File: config.mk
export PLATFORM = sky130hd
export DESIGN_NAME = fifo_wr_arbiter
export DESIGN_NICKNAME = d
export VERILOG_FILES = /design/src/rtl/fifo_arb_pkg.sv /design/src/rtl/rr_pick.sv /design/src/rtl/fifo_wr_arbiter.sv
export SDC_FILE = /design/constraint.sdc
export NUM_CORES = 1
export LEC_CHECK = 0
export CORE_MARGIN = 8
export CORE_UTILIZATION = 37
export CTS_BUF_LIST = sky130_fd_sc_hd__clkbuf_2
export CTS_CLUSTER_DIAMETER = 30
export DETAILED_ROUTE_END_ITERATION = 6
export PLACE_DENSITY = 0.88
export SLEW_MARGIN = 20
export SYNTH_ARGS = -nofsm -noshare
export SYNTH_HDL_FRONTEND = slang
export SYNTH_SLANG_ARGS = --single-unit
File: constraint.sdc
create_clock -name clk -period 2.77 [get_ports clk]
set_input_delay 0.831 -clock clk [delete_from_list [all_inputs] [get_ports clk]]
set_output_delay 0.831 -clock clk [all_outputs]
set_load 0.1 [all_outputs]
File: src/rtl/fifo_arb_pkg.sv
// fifo_arb_pkg: shared types and constants for the FIFO write-port arbiter.
//   arb_state_e : arbiter FSM states (IDLE, GRANT)
//   DATA_W_DEF  : default word width (matches the 8-bit FIFO)
//   MAX_REQ     : largest supported requester count
//   STAT_W      : width of each per-requester accept counter
package fifo_arb_pkg;

  typedef enum logic {
    IDLE  = 1'b0,
    GRANT = 1'b1
  } arb_state_e;

  localparam int DATA_W_DEF = 8;
  localparam int MAX_REQ    = 8;
  localparam int STAT_W     = 16;

endpackage

File: src/rtl/rr_pick.sv
// rr_pick: purely combinational round-robin picker.
// Scans req starting at index 'start' and wrapping modulo NUM_REQ; reports the
// first set bit.
// Ports:
//   req   in  NUM_REQ  request vector
//   start in  IDX_W    index with highest priority this cycle
//   found out 1        at least one request is set
//   idx   out IDX_W    winning index (0 when found=0)
module rr_pick #(
  parameter int NUM_REQ = 4,
  parameter int IDX_W   = $clog2(NUM_REQ)
) (
  input  logic [NUM_REQ-1:0] req,
  input  logic [IDX_W-1:0]   start,
  output logic               found,
  output logic [IDX_W-1:0]   idx
);

  int w_pos;

  always_comb begin
    found = 1'b0;
    idx   = '0;
    w_pos = 0;
    for (int k = 0; k < NUM_REQ; k++) begin
      // start < NUM_REQ and k < NUM_REQ, so one subtraction wraps the sum
      w_pos = int'(start) + k;
      if (w_pos >= NUM_REQ) begin
        w_pos = w_pos - NUM_REQ;
      end
      if (!found && req[IDX_W'(w_pos)]) begin
        found = 1'b1;
        idx   = IDX_W'(w_pos);
      end
    end
  end

endmodule

File: src/rtl/fifo_wr_arbiter.sv
// fifo_wr_arbiter: round-robin arbiter sharing the single FIFO write port
// among NUM_REQ producers. Each grant is a burst of at most MAX_BURST words.
// The FIFO full flag stalls the burst indefinitely.
// Optional macro FIFO_WR_ARB_STATS_EN adds per-requester saturating accept
// counters on port accept_cnt.
// Ports:
//   clk, rst    clock and synchronous active-high reset
//   req         per-requester word-valid
//   req_data    flattened words, slice i = [i*DATA_W +: DATA_W]
//   gnt         one-hot accept strobe (word on slice i written this cycle)
//   fifo_full   FIFO full flag
//   write_data  FIFO write enable
//   data_input  FIFO write data
//   owner       current burst owner index
//   busy        high while in GRANT
//   accept_cnt  (stats build only) 16-bit accept counter per requester
module fifo_wr_arbiter
  import fifo_arb_pkg::*;
#(
  parameter int NUM_REQ   = 4,
  parameter int DATA_W    = DATA_W_DEF,
  parameter int MAX_BURST = 4
) (
  input  logic                        clk,
  input  logic                        rst,
  input  logic [NUM_REQ-1:0]          req,
  input  logic [NUM_REQ*DATA_W-1:0]   req_data,
  output logic [NUM_REQ-1:0]          gnt,
  input  logic                        fifo_full,
  output logic                        write_data,
  output logic [DATA_W-1:0]           data_input,
  output logic [$clog2(NUM_REQ)-1:0]  owner,
  output logic                        busy
`ifdef FIFO_WR_ARB_STATS_EN
  ,
  output logic [NUM_REQ*STAT_W-1:0]   accept_cnt
`endif
);

  localparam int IDX_W = $clog2(NUM_REQ);
  localparam int CNT_W = $clog2(MAX_BURST + 1);

  arb_state_e       r_state, w_state_next;
  logic [IDX_W-1:0] r_owner, w_owner_next;
  logic [IDX_W-1:0] r_rr_ptr, w_rr_ptr_next;
  logic [CNT_W-1:0] r_burst_cnt, w_burst_cnt_next;

  logic             w_accept;
  logic             w_owner_req;
  logic [IDX_W-1:0] w_owner_inc;
  logic [IDX_W-1:0] w_pick_start;
  logic             w_pick_found;
  logic [IDX_W-1:0] w_pick_idx;

  assign w_owner_req = req[r_owner];
  assign w_owner_inc = (r_owner == IDX_W'(NUM_REQ - 1)) ? '0 : r_owner + 1'b1;

  // In GRANT the picker only matters at burst end, where the search starts
  // just past the owner so the old owner wins only if nobody else asks.
  assign w_pick_start = (r_state == GRANT) ? w_owner_inc : r_rr_ptr;

  rr_pick #(
    .NUM_REQ (NUM_REQ),
    .IDX_W   (IDX_W)
  ) u_rr_pick (
    .req   (req),
    .start (w_pick_start),
    .found (w_pick_found),
    .idx   (w_pick_idx)
  );

  always_comb begin
    w_state_next     = r_state;
    w_owner_next     = r_owner;
    w_rr_ptr_next    = r_rr_ptr;
    w_burst_cnt_next = r_burst_cnt;
    w_accept         = 1'b0;
    busy             = 1'b0;
    case (r_state)
      IDLE: begin
        if (w_pick_found) begin
          w_state_next     = GRANT;
          w_owner_next     = w_pick_idx;
          w_burst_cnt_next = '0;
        end
      end
      GRANT: begin
        busy     = 1'b1;
        w_accept = w_owner_req & ~fifo_full;
        if (w_accept) begin
          w_burst_cnt_next = r_burst_cnt + 1'b1;
        end
        if ((w_accept && (r_burst_cnt == CNT_W'(MAX_BURST - 1))) || !w_owner_req) begin
          w_rr_ptr_next    = w_owner_inc;
          w_burst_cnt_next = '0;
          if (w_pick_found) begin
            w_owner_next = w_pick_idx;
          end else begin
            w_state_next = IDLE;
          end
        end
      end
      default: w_state_next = IDLE;
    endcase
    // Nothing may be written or advertised while reset is held, so the
    // in-flight word of an interrupted burst never reaches the FIFO.
    if (rst) begin
      w_accept = 1'b0;
      busy     = 1'b0;
    end
  end

  always_ff @(posedge clk) begin
    if (rst) begin
      r_state     <= IDLE;
      r_owner     <= '0;
      r_rr_ptr    <= '0;
      r_burst_cnt <= '0;
    end else begin
      r_state     <= w_state_next;
      r_owner     <= w_owner_next;
      r_rr_ptr    <= w_rr_ptr_next;
      r_burst_cnt <= w_burst_cnt_next;
    end
  end

  assign write_data = w_accept;
  assign data_input = w_accept ? req_data[r_owner*DATA_W +: DATA_W] : '0;
  assign owner      = r_owner;

  genvar gi;
  generate
    for (gi = 0; gi < NUM_REQ; gi++) begin : g_gnt
      assign gnt[gi] = w_accept & (r_owner == IDX_W'(gi));
    end
  endgenerate

`ifdef FIFO_WR_ARB_STATS_EN
  generate
    for (gi = 0; gi < NUM_REQ; gi++) begin : g_stats
      logic [STAT_W-1:0] r_acc;
      always_ff @(posedge clk) begin
        if (rst) begin
          r_acc <= '0;
        end else if (gnt[gi] && (r_acc != {STAT_W{1'b1}})) begin
          r_acc <= r_acc + 1'b1;
        end
      end
      assign accept_cnt[gi*STAT_W +: STAT_W] = r_acc;
    end
  endgenerate
`endif

endmodule
==> impl_metrics.json <==
{
  "final_core_utilization_pct": 77.4,
  "antenna_found_initial": 0,
  "ctsRootBufferMaster": "clkbuf_2",
  "max_slew_margin_pct": 65.1,
  "peakVddDrop_uv": 349,
  "layout_common_cells": "dlygate4sd2_1, buf_12, buf_4, and2_4, mux4_2",
  "register_area_sq_um": 163,
  "drt_iter0_drc": 30,
  "finClkSkew_ns": 0.00310,
  "port_buffers": 54,
  "ys_seq_area_share_pct": 18.6,
  "drt_wl_total_um": 3500,
  "die_x_um": 64.2,
  "io_pins": 55,
  "status": "finished with violations",
  "setup_viol": 13,
  "hold_viol": 0,
  "groute.usage.overall_pct": 17.0,
  "grt_pass1_vias": 1085,
  "critPathBufInv": 2,
  "grt_max_degree": 16,
  "multi_input_area_sq_um": 706,
  "ant_nets": 0,
  "crit_path_end_kind": "output port",
  "ys_warn_count": 0,
  "post-route-period-util_pct": 103,
  "firstDrtPassIters": 4,
  "r2r_setup_slack_ns": 0.51,
  "htree_levels": 1,
  "path_class": "input pin to output port",
  "hold_buffers": 0,
  "via_count": 997,
  "finalNonFillerCells": 183,
  "die_area_sq_um": 4130,
  "layout_commonest_cell": "dlygate4sd2_1",
  "path_delay_family": "multiplexers",
  "max_freq_mhz": 349,
  "grt_pass1_wl_um": 5670,
  "dp.cells": 177,
  "dp.final_hpwl_um": 2850,
  "avgViaCountPerCell": 5.45,
  "ys.flop_type": "dfxtp_1",
  "diodes": 0,
  "synth.distinct_cells": 33,
  "initial_core_util_pct": 38.9,
  "drive_above_1_share_pct": 42.6,
  "fin_nets": 202,
  "p_per_area_nw_per_um2": 349,
  "cts_max_path_buffers": 2,
  "wl_per_cell_um": 19.1,
  "path_cells": "buf_6 > mux4_2 > and3b_2 > and2_4 > buf_12",
  "netlist_instances": 88,
  "cts_tree": "built",
  "power_uw": 597,
  "synth_seq_cells": 8,
  "arrival_ns": 2.03,
  "clock_latency_ns": 0.23,
  "hold_class": "flop to flop",
  "clk_pin_slew_worst_paths_ns": 0.07,
  "grt.overflow.total": 0,
  "violations": "setup timing",
  "p_leak_uw": 0.000800,
  "grt_setup_unrepaired": "yes",
  "syn_area_per_cell_sq_um": 9.78,
  "fin_crit_ns": 2.86,
  "num_rows": 17,
  "max_stage_delay_ns": 0.49,
  "gp_congestion": 0.845,
  "synth_enable_flop_cells": 0,
  "max_cap_violations": 0,
  "cp_slowest_cell": "mux4_2",
  "core-area_sq_um": 2210,
  "synthToLayoutAreaGrowth_pct": 98.8,
  "drcViolationCount": 0,
  "die-height_um": 64.2,
  "cp.required_ns": 1.94,
  "syn-cell-area_sq_um": 861,
  "syn_nets": 133,
  "worstSetupStartpointType": "input pin",
  "slew_viol_final": 0,
  "tightest_slew_ns": 0.509,
  "worst-path-max-fanout": 7,
  "numCtsBuffers": 3,
  "setup_slack_ns": -0.0922,
  "fillCellCount": 147,
  "clock_sink_count": 8,
  "synthArstFlopShare_pct": 0
}
## registers in the layout, summed over array words and instances (netlist names)
signal       flops
r_rr_ptr         2
owner            2
r_burst_cnt      3
r_state          1
## metal layers
metal  vias up  GRT usage [%]  wire length (um)
li1        463              -                 -
met1       461           20.7              1530
met2        67           28.0              1580
met3         6           5.23               328
met4         0           5.45                57
met5         -              0                 0
## metrics by stage
| stage | area, sq um | TNS (ns) | hold slack, ns | setup WS [ns] |
|---|---|---|---|---|
| floorplan | 935 | -5.04 | 0.445 | -0.430 |
| global placement | 1670 | -6.05 | 0.458 | -0.505 |
| detailed placement | 1670 | -6.71 | 0.482 | -0.563 |
| CTS | 1690 | -1.08 | 0.493 | -0.0991 |
| global route | 1710 | -1.54 | 0.509 | -0.130 |
| finish | 1710 | -1.05 | 0.487 | -0.0922 |
## power breakdown
| group | internal, uW | total, uW | switching (uW) |
|---|---|---|---|
| sequential | 128 | 136 | 8.30 |
| combinational | 182 | 393 | 211 |
| clock | 29.6 | 68.5 | 38.9 |
## final cells by class
class	count	share of cell area [%]
multi-input combinational	71	41.2
inverter	6	1.32
tap	28	2.05
timing repair buffer	67	45.0
sequential	8	9.50
clock buffer	3	0.877
## logic make-up (layout without fill, tap and decap cells)
group / after synthesis / count (layout) / share of synthesized area [%]
AO/OA/AOI/OAI: 13 / 13 / 13.4
adder cells (fa/ha/maj): 6 / 6 / 8.72
buffers and inverters: 10 / 76 / 4.65
flip-flops: 8 / 8 / 18.6
multiplexers: 12 / 12 / 27.5
AND/OR/NAND/NOR: 39 / 40 / 27.2
## Yosys cell counts, types with 2 or more instances
master | n | area share, %
inv_1 | 6 | 2.6
dfxtp_1 | 8 | 19
nor2_1 | 6 | 2.6
ha_1 | 6 | 8.7
clkbuf_1 | 2 | 0.87
nor3_1 | 2 | 1.2
mux4_2 | 8 | 21
buf_2 | 2 | 1.2
nor2b_1 | 2 | 1.5
o22ai_1 | 2 | 1.5
nand2b_1 | 6 | 4.4
o32ai_1 | 2 | 2.0
nand2_1 | 2 | 0.87
and2_1 | 13 | 9.4
mux2i_1 | 3 | 3.5
## final timing paths
| kind | start | end | depth (start not counted) |
|---|---|---|---|
| worst min register to register | r_burst_cnt[0] | r_burst_cnt[0] | 1 |
| worst max register to register | owner[0] | owner[0] | 7 |
| worst min-delay path | r_burst_cnt[0] | r_burst_cnt[0] | 1 |
| worst max-delay path | req[3] | data_input[1] | 5 |
## timing repair
| item | CTS | global route |
|---|---|---|
| buffers inserted | 1 | 1 |
| pin swaps | 14 | 0 |
| gates resized for setup | 49 | 7 |
| cloned | 1 | 0 |
| endpoints found under the setup margin | 13 | 13 |
Note: power is estimated with default switching activity, not from simulation.
